==> src/rtl/alu_seq_exec.sv <==
// Execution ALU with single-cycle arithmetic/logic and iterative one-bit-per-clock shifts.
// Define ALU_BARREL_SHIFT_EN to compute shifts combinationally with single-cycle latency.
module alu_seq_exec #(
    parameter int unsigned XLEN    = 32,
    parameter int unsigned SHAMT_W = 5
) (
    input  logic               clk,
    input  logic               reset,
    input  logic               start_i,
    input  logic [3:0]         ALU_Operation_i,
    input  logic [XLEN-1:0]    A_i,
    input  logic [XLEN-1:0]    B_i,
    output logic               busy_o,
    output logic               done_o,
    output logic [XLEN-1:0]    result_o,
    output logic               zero_o
);

    typedef enum logic {IDLE, SHIFT} state_e;

    typedef enum logic [3:0] {
        OP_ADD   = 4'b0000,
        OP_SUB   = 4'b0001,
        OP_XOR   = 4'b0010,
        OP_OR    = 4'b0011,
        OP_AND   = 4'b0100,
        OP_SLL   = 4'b0101,
        OP_SRL   = 4'b0110,
        OP_SRA   = 4'b0111,
        OP_SLT   = 4'b1000,
        OP_PASSB = 4'b1001
    } alu_op_e;

    state_e              state_q, state_n;
    alu_op_e             kind_q, kind_n;
    logic [XLEN-1:0]     sh_q, sh_n;
    logic [SHAMT_W-1:0]  cnt_q, cnt_n;
    logic [XLEN-1:0]     result_n;
    logic                zero_n;
    logic                done_n;
    logic [SHAMT_W-1:0]  shamt;

    assign shamt = B_i[SHAMT_W-1:0];

    // SRA repeats the current MSB, which stays equal to the sign of latched A.
    function automatic logic [XLEN-1:0] shift_one(input logic [XLEN-1:0] v, input alu_op_e k);
        case (k)
            OP_SLL:  shift_one = {v[XLEN-2:0], 1'b0};
            OP_SRL:  shift_one = {1'b0, v[XLEN-1:1]};
            default: shift_one = {v[XLEN-1], v[XLEN-1:1]};
        endcase
    endfunction

    always_ff @(posedge clk or negedge reset) begin
        if (!reset) begin
            state_q  <= IDLE;
            kind_q   <= OP_SLL;
            sh_q     <= '0;
            cnt_q    <= '0;
            result_o <= '0;
            zero_o   <= 1'b0;
            done_o   <= 1'b0;
        end else begin
            state_q  <= state_n;
            kind_q   <= kind_n;
            sh_q     <= sh_n;
            cnt_q    <= cnt_n;
            result_o <= result_n;
            zero_o   <= zero_n;
            done_o   <= done_n;
        end
    end

    always_comb begin
        state_n  = state_q;
        kind_n   = kind_q;
        sh_n     = sh_q;
        cnt_n    = cnt_q;
        result_n = result_o;
        done_n   = 1'b0;

        case (state_q)
            IDLE: begin
                if (start_i) begin
                    done_n = 1'b1;
                    case (ALU_Operation_i)
                        OP_ADD:   result_n = A_i + B_i;
                        OP_SUB:   result_n = A_i - B_i;
                        OP_XOR:   result_n = A_i ^ B_i;
                        OP_OR:    result_n = A_i | B_i;
                        OP_AND:   result_n = A_i & B_i;
                        OP_SLT:   result_n = {{(XLEN-1){1'b0}}, ($signed(A_i) < $signed(B_i))};
                        OP_PASSB: result_n = B_i;
                        OP_SLL, OP_SRL, OP_SRA: begin
`ifdef ALU_BARREL_SHIFT_EN
                            case (ALU_Operation_i)
                                OP_SLL:  result_n = A_i << shamt;
                                OP_SRL:  result_n = A_i >> shamt;
                                default: result_n = XLEN'($signed(A_i) >>> shamt);
                            endcase
`else
                            if (shamt == '0) begin
                                result_n = A_i;
                            end else if (shamt == SHAMT_W'(1)) begin
                                result_n = shift_one(A_i, alu_op_e'(ALU_Operation_i));
                            end else begin
                                done_n  = 1'b0;
                                kind_n  = alu_op_e'(ALU_Operation_i);
                                sh_n    = shift_one(A_i, alu_op_e'(ALU_Operation_i));
                                cnt_n   = shamt - SHAMT_W'(1);
                                state_n = SHIFT;
                            end
`endif
                        end
                        default:  result_n = '0;
                    endcase
                end
            end
            SHIFT: begin
                sh_n  = shift_one(sh_q, kind_q);
                cnt_n = cnt_q - SHAMT_W'(1);
                if (cnt_q == SHAMT_W'(1)) begin
                    result_n = sh_n;
                    done_n   = 1'b1;
                    state_n  = IDLE;
                end
            end
            default: state_n = IDLE;
        endcase

        zero_n = done_n ? (result_n == '0) : zero_o;
    end

`ifdef ALU_BARREL_SHIFT_EN
    assign busy_o = 1'b0;
`else
    assign busy_o = (state_q == SHIFT);
`endif

endmodule

==> config.mk <==
export PLATFORM = sky130hd
export DESIGN_NAME = alu_seq_exec
export DESIGN_NICKNAME = d
export VERILOG_FILES = /design/src/rtl/alu_seq_exec.sv
export SDC_FILE = /design/constraint.sdc
export NUM_CORES = 1
export LEC_CHECK = 0
export BUFFER_PORTS_ARGS = -buffer_cell sky130_fd_sc_hd__buf_2
export CELL_PAD_IN_SITES_DETAIL_PLACEMENT = 1
export CELL_PAD_IN_SITES_GLOBAL_PLACEMENT = 2
export CORE_MARGIN = 4
export CORE_UTILIZATION = 36
export DETAILED_ROUTE_END_ITERATION = 7
export GPL_TIMING_DRIVEN = 0
export PLACE_DENSITY_LB_ADDON = 0.1
export SYNTH_ARGS = -nofsm -noshare
export SYNTH_HDL_FRONTEND = slang
export SYNTH_SLANG_ARGS = --single-unit
==> constraint.sdc <==
create_clock -name clk -period 5.15 [get_ports clk]
set_input_delay 1.03 -clock clk [delete_from_list [all_inputs] [get_ports clk]]
set_output_delay 1.03 -clock clk [all_outputs]
set_load 0.01 [all_outputs]
==> results of run 1 <==
## cell usage after synthesis, drive strengths merged (11+ instances only)
cell,instances,area (um2)
a21oi,170,854.6
nor2,152,570.6
ha,118,1476
nand2,106,397.9
inv,102,382.9
o21ai,87,435.4
mux2i,78,780.8
dfrtp,74,1852
clkbuf,61,229.0
nand3,45,225.2
buf,44,235.2
nor3,36,196.4
a22oi,33,247.7
o211ai,27,202.7
a31oi,24,150.1
a211oi,23,177.7
o221ai,20,175.2
xnor2,19,166.4
nand2b,18,112.6
nor4,16,106.4
o31ai,16,130.1
nor2b,15,93.84
a21o,13,97.59
a2bb2oi,11,102.6
o21a,11,82.58
or2,11,68.81
## cell families after synthesis
family	Yosys count	share of synthesized area
AND/OR/NAND/NOR	461	0.2007
AO/OA/AOI/OAI	540	0.3234
buffers and inverters	207	0.07632
flip-flops	76	0.1716
XOR/XNOR	24	0.01894
multiplexers	80	0.07238
adder cells (fa/ha/maj)	120	0.1366
## through the flow
step	power [mW]	instance area (um2)	util	setup WS, ns	setup TNS (ns)
after floorplan	2.237	11100	-	0.8322	0
after global placement	2.993	12110	0.3971	-0.9114	-2.595
after detailed placement	3.038	12150	0.3983	-0.9046	-2.379
after CTS	3.719	12490	0.4093	0.01794	0
after global routing	3.988	12610	0.4135	-0.01241	-0.01241
final	3.804	12610	0.4135	0.03859	0
## flip-flops by register name (all words and copies together) (netlist names)
name / count
result_o: 32
sh_q: 32
cnt_q: 5
kind_q: 4
busy_o: 1
done_o: 1
zero_o: 1
## metal layers
layer / vias to the layer above / wire, um / GRT usage / share of wire
li1: 5779 / - / - / -
met1: 6651 / 28460 / 0.5292 / 0.45
met2: 679 / 26810 / 0.5521 / 0.43
met3: 118 / 5752 / 0.06411 / 0.091
met4: 0 / 1940 / 0.09803 / 0.031
met5: - / 0 / 0 / 0
## layout make-up
| class | instances | area, um2 | area share |
|---|---|---|---|
| Multi-Input combinational cell | 1225 | 8498 | 0.6737 |
| Sequential cell | 76 | 1904 | 0.1510 |
| Clock buffer | 12 | 256.5 | 0.02033 |
| Inverter | 102 | 382.9 | 0.03035 |
| Buffer | 103 | 471.7 | 0.03739 |
| Timing Repair Buffer | 106 | 558.0 | 0.04424 |
| Tap cell | 396 | 495.5 | 0.03928 |
| Clock inverter | 4 | 47.55 | 0.003769 |
## worst max-delay path: cells and delay by family
family / cells / cell delay, ns
buffers and inverters: 7 / 2.48
AND/OR/NAND/NOR: 3 / 0.96
AO/OA/AOI/OAI: 2 / 0.85
## worst max path at each step
stage | from | to | slack [ns] | cells after the start
floorplan | A_i[11] | zero_o | 0.83 | 14
global placement | B_i[0] | zero_o | -0.91 | 14
detailed placement | B_i[0] | zero_o | -0.90 | 14
CTS | A_i[12] | zero_o | 0.02 | 15
global route | B_i[0] | zero_o | -0.01 | 14
finish | ALU_Operation_i[0] | zero_o | 0.04 | 12
## power by group
part           internal [mW]  switching (mW)
clock                  0.401           0.268
combinational          0.752            1.34
sequential             0.810           0.231
total                   1.96            1.84
## what timing repair did
action                     4_1_cts  5_1_grt
hold buffers                     0        0
buffers inserted                 0        1
pin swaps                        0        1
resized for setup                9       30
setup endpoints to repair        2        1
==> results.cfg, run 1 <==
[cts]
clock-root-buffer = clkbuf_16
cts.sinks = 76
clk_pin_slew_ns = 0.06
cts_tree = done
h-tree-depth = 3
clockBufferDepth = 2
cts_buffers = 9
insertion_delay_ns = 0.35

[finish]
fill_cells = 3903
final_common_cell = a21oi_1
layout_common_cells = a21oi_1 (168), nor2_1 (152), buf_2 (131)
final_cells = 2024
antennaDiodeCount = 0
nets = 1814
drive_above_1_share = 0.1345
area.growth.synth_to_final_pct = 13.66

[routing]
num_vias = 13227
via_per_inst = 6.535
drt-wirelength-per-cell_um = 31.10
routed_wirelength_mm = 62.95
first_iter_violations = 1795
route.detailed.drc = 0
ant_nets = 0
drt_pass1_iterations = 6

[hold_path]
whs_path_depth = 2
hp-class = flip-flop to flip-flop
worstHoldStart = kind_q[0]
whs_endpoint = kind_q[0]

[synth]
yosys_warnings = 0
syn_area_mm2 = 0.01110
netlist_instances = 1508
synth_nets = 1699
synth_edf_count = 0
ys_ff_latch = 76
ys_seq_area_frac = 0.1716
synth_cell_type_count = 89
synth.avg_cell_area_um2 = 7.360
synthArstFlopShare = 1.000
ys.flop_type = dfrtp_1

[worst_setup_path]
reg2regPathDepth = 14
cpPeakStageDelay_ns = 0.79
worstPathMaxFanout = 10
required_ns = 5.38
cp_data_arrival_time_ns = 5.34
critPathCaptureType = flip-flop
crit_chain = buf_2, buf_2, buf_2, inv_1, nor3_2, clkbuf_2, clkbuf_2, buf_1, nand2_1, a211oi_1, or4b_2, o31ai_2
r2r-start = kind_q[2]
rrSetupSlack_ns = 0.26
critPathKind = input pin to flip-flop
cp_common_cell = buf_2
critPathLaunchType = input pin
crit_slowest_cell = a211oi_1
reg2reg_to = zero_o

[global_routing]
grt_max_degree = 51
first_global_vias = 13206
antenna_found_initial = 0
grt_first_pass_wirelength_mm = 91.47
gr-total-overflow = 0
grt_usage = 0.3631

[placement]
dp_cells = 2009
place_congestion = 1.002
io_buffers = 104
hpwl_mm = 50.62

[floorplanning]
die_h_um = 183.6
coreArea_mm2 = 0.03051
rows = 64
die-width_um = 183.6
num_io_pins = 106
initial_core_util = 0.3638
die_area_mm2 = 0.03370

[timing]
hold_violations = 0
slew-limit-headroom = -0.03675
tightest_slew_ns = 1.552
hold_ws_ns = 0.5054
clock.fmax_mhz = 195.6
period_needed_ns = 5.111
slew_viol_final = 6
finClkSkew_ns = 0.01162
finalSetupViolCount = 0
period_share = 0.9925

[power]
p_per_area_mw_per_mm2 = 301.5
vdd_drop_max_uv = 142.7
p_leak_nw = 5.540

[job]
maxCapViolCount = 1

[outcome]
failed_checks = capacitance limit, slew limit
outcome = finished with violations
Note: power is estimated with default switching activity, not from simulation.
==> run 2: changes to the inputs <==
--- a/config.mk
+++ b/config.mk
@@ -6,10 +6,10 @@
 export NUM_CORES = 1
 export LEC_CHECK = 0
 export BUFFER_PORTS_ARGS = -buffer_cell sky130_fd_sc_hd__buf_2
-export CELL_PAD_IN_SITES_DETAIL_PLACEMENT = 1
-export CELL_PAD_IN_SITES_GLOBAL_PLACEMENT = 2
+export CELL_PAD_IN_SITES_DETAIL_PLACEMENT = 0
+export CELL_PAD_IN_SITES_GLOBAL_PLACEMENT = 1
 export CORE_MARGIN = 4
-export CORE_UTILIZATION = 36
+export CORE_UTILIZATION = 45
 export DETAILED_ROUTE_END_ITERATION = 7
 export GPL_TIMING_DRIVEN = 0
 export PLACE_DENSITY_LB_ADDON = 0.1
==> run 2 against run 1 <==
- critical path depth rose by 1
- count of clock-buffer cells in the layout rose by 1
- global-route usage increased by 3.8 points
- combinational power down 3%
- sequential share of layout area is 0.24 points higher
- final cell count is 3.6% lower
- sequential power hardly changed
- total power decreased by 4.1%
- hold slack got worse by 0.0018 ns
- non-clock buffer count did not move
- core utilization increased by 9.7 points
- the flow finishes with violations (setup timing)
==> results.cfg, run 2 (synthesis gave the netlist of run 1 again) <==
[cts]
clock-root-buffer = clkbuf_16
cts-hold-fix-buffers = 0
clk_pin_slew_ns = 0.06
cts.sinks = 76
clockBufferDepth = 2
h-tree-depth = 3
cts_tree = done
insertion_delay_ns = 0.33
cts_setup_buffers = 0
cts_buffers = 9

[routing]
num_vias = 13215
route.detailed.drc = 0
ant_nets = 0
drt-wirelength-per-cell_um = 28.76
routed_wirelength_mm = 56.12
via_per_inst = 6.773
first_iter_violations = 1896
drt_pass1_iterations = 6

[outcome]
outcome = finished with violations
failed_checks = setup timing

[worst_setup_path]
crit_family = buffers and inverters
cp_common_cell = buf_2
rrSetupSlack_ns = 0.17
crit_slowest_cell = a211oi_1
critPathCaptureType = flip-flop
critical_path_cell_count = 13
reg2reg_to = zero_o
cp_data_arrival_time_ns = 5.41
crit_buf_inv = 7
worstPathMaxFanout = 10
critPathLaunchType = input pin
critPathKind = input pin to flip-flop
crit_chain = buf_2, buf_2, buf_2, inv_1, nor3_1, clkbuf_2, buf_1, buf_1, a21oi_1, a211oi_1, nor4_2, or4b_2, o31ai_2
critPathCapture = zero_o
setup.worst_path.start = ALU_Operation_i[0]
cpPeakStageDelay_ns = 0.69
required_ns = 5.36
reg2regPathDepth = 13
r2r-start = kind_q[2]

[timing]
worst_slack_ns = -0.05132
tightest_slew_ns = 1.291
hold_violations = 0
slew_viol_final = 0
finalSetupViolCount = 1
clock.fmax_mhz = 192.3
slew-limit-headroom = 0.1371
period_share = 1.010
period_needed_ns = 5.201
finClkSkew_ns = 0.004334

[hold_path]
hp-class = flip-flop to flip-flop

[power]
switching_share = 0.4772
power.switching_mw = 1.740
internal-power_mw = 1.907
p_total_mw = 3.647
p_per_area_mw_per_mm2 = 293.6
vdd_drop_max_uv = 309.0
p_leak_nw = 5.502
pwr-share-clk = 0.163
pwr-share-seq = 0.282
p_comb_frac = 0.555

[global_routing]
grt_usage = 0.4016
first_global_vias = 12348
grt_first_pass_wirelength_mm = 81.25
antenna_found_initial = 1
gr-total-overflow = 0
grt_max_degree = 60

[finish]
final_cells = 1951
antennaDiodeCount = 0
layout_common_cells = a21oi_1 (168), nor2_1 (152), buf_2 (132)
reg_top3 = result_o (32), sh_q (32), cnt_q (5)
drive_above_1_share = 0.1242
nets = 1814
area.growth.synth_to_final_pct = 11.91
final_common_cell = a21oi_1

[placement]
dp_cells = 1937
hpwl_mm = 45.23
place_congestion = 1.024
io_buffers = 104

[job]
maxCapViolCount = 0

[floorplanning]
initial_core_util = 0.4563
rows = 57
die_h_um = 165.0
die_area_mm2 = 0.02724
num_io_pins = 106
die-width_um = 165.0
coreArea_mm2 = 0.02432
## run 2: power by group through the flow
stage | clock (mW) | combinational [mW] | sequential, mW
after floorplan | 0 | 1.26 | 0.979
after global placement | 0 | 1.91 | 1.02
after detailed placement | 0 | 1.94 | 1.02
after CTS | 0.592 | 1.95 | 1.02
after global routing | 0.623 | 2.17 | 1.04
final | 0.594 | 2.02 | 1.03
## run 2: timing repair
action | in CTS | in global routing
pin swaps | 0 | 1
endpoints found under the setup margin | 1 | 1
resized for setup | 4 | 14
## run 2: layout make-up
cell class              instances  area (um2)
clock buffers                  13       260.3
multi-input cells            1225        8442
inverters                     102       382.9
fillers                      2525       11900
clock inverters                 2       10.01
repair buffers                105       550.5
flip-flops and latches         76        1904
plain buffers                 104       464.2
well taps                     324       405.4
## run 2: metal layers
layer | GRT usage | wire length [um] | vias up
met2 | 0.5885 | 23150 | 941
met3 | 0.09583 | 7334 | 139
met4 | 0.1225 | 1999 | 2
met5 | 0 | 13 | -
met1 | 0.5803 | 23620 | 6335
li1 | - | - | 5798
## run 2: through the flow
step	hold slack (ns)	TNS, ns	cell area (um2)	worst slack [ns]	utilization
2_1_floorplan	0.4682	0	11100	0.8322	-
3_3_place_gp	0.4851	-0.9505	12020	-0.9505	0.4944
3_5_place_dp	0.4964	-0.9358	12060	-0.9358	0.4959
4_1_cts	0.5033	0	12350	0.06882	0.5078
5_1_grt	0.5297	-0.002505	12420	-0.002505	0.5107
6_report	0.5036	-0.05132	12420	-0.05132	0.5107
## run 2: worst min path at each step
stage / startpoint / to / slack [ns] / cells past startpoint
floorplan: kind_q[3] / kind_q[3] / 0.47 / 1
CTS: kind_q[0] / kind_q[0] / 0.50 / 2
global route: kind_q[2] / kind_q[2] / 0.53 / 1
global placement: kind_q[3] / kind_q[3] / 0.49 / 1
detailed placement: kind_q[0] / kind_q[0] / 0.50 / 2
finish: kind_q[0] / kind_q[0] / 0.50 / 2
## run 2: worst register-to-register path, delay by kind of cell, from the launching register on
kind / cells / cell delay (ns)
AO/OA/AOI/OAI: 6 / 1.58
buffers and inverters: 3 / 1.01
flip-flops: 1 / 0.54
multiplexers: 1 / 0.39
AND/OR/NAND/NOR: 3 / 1.37
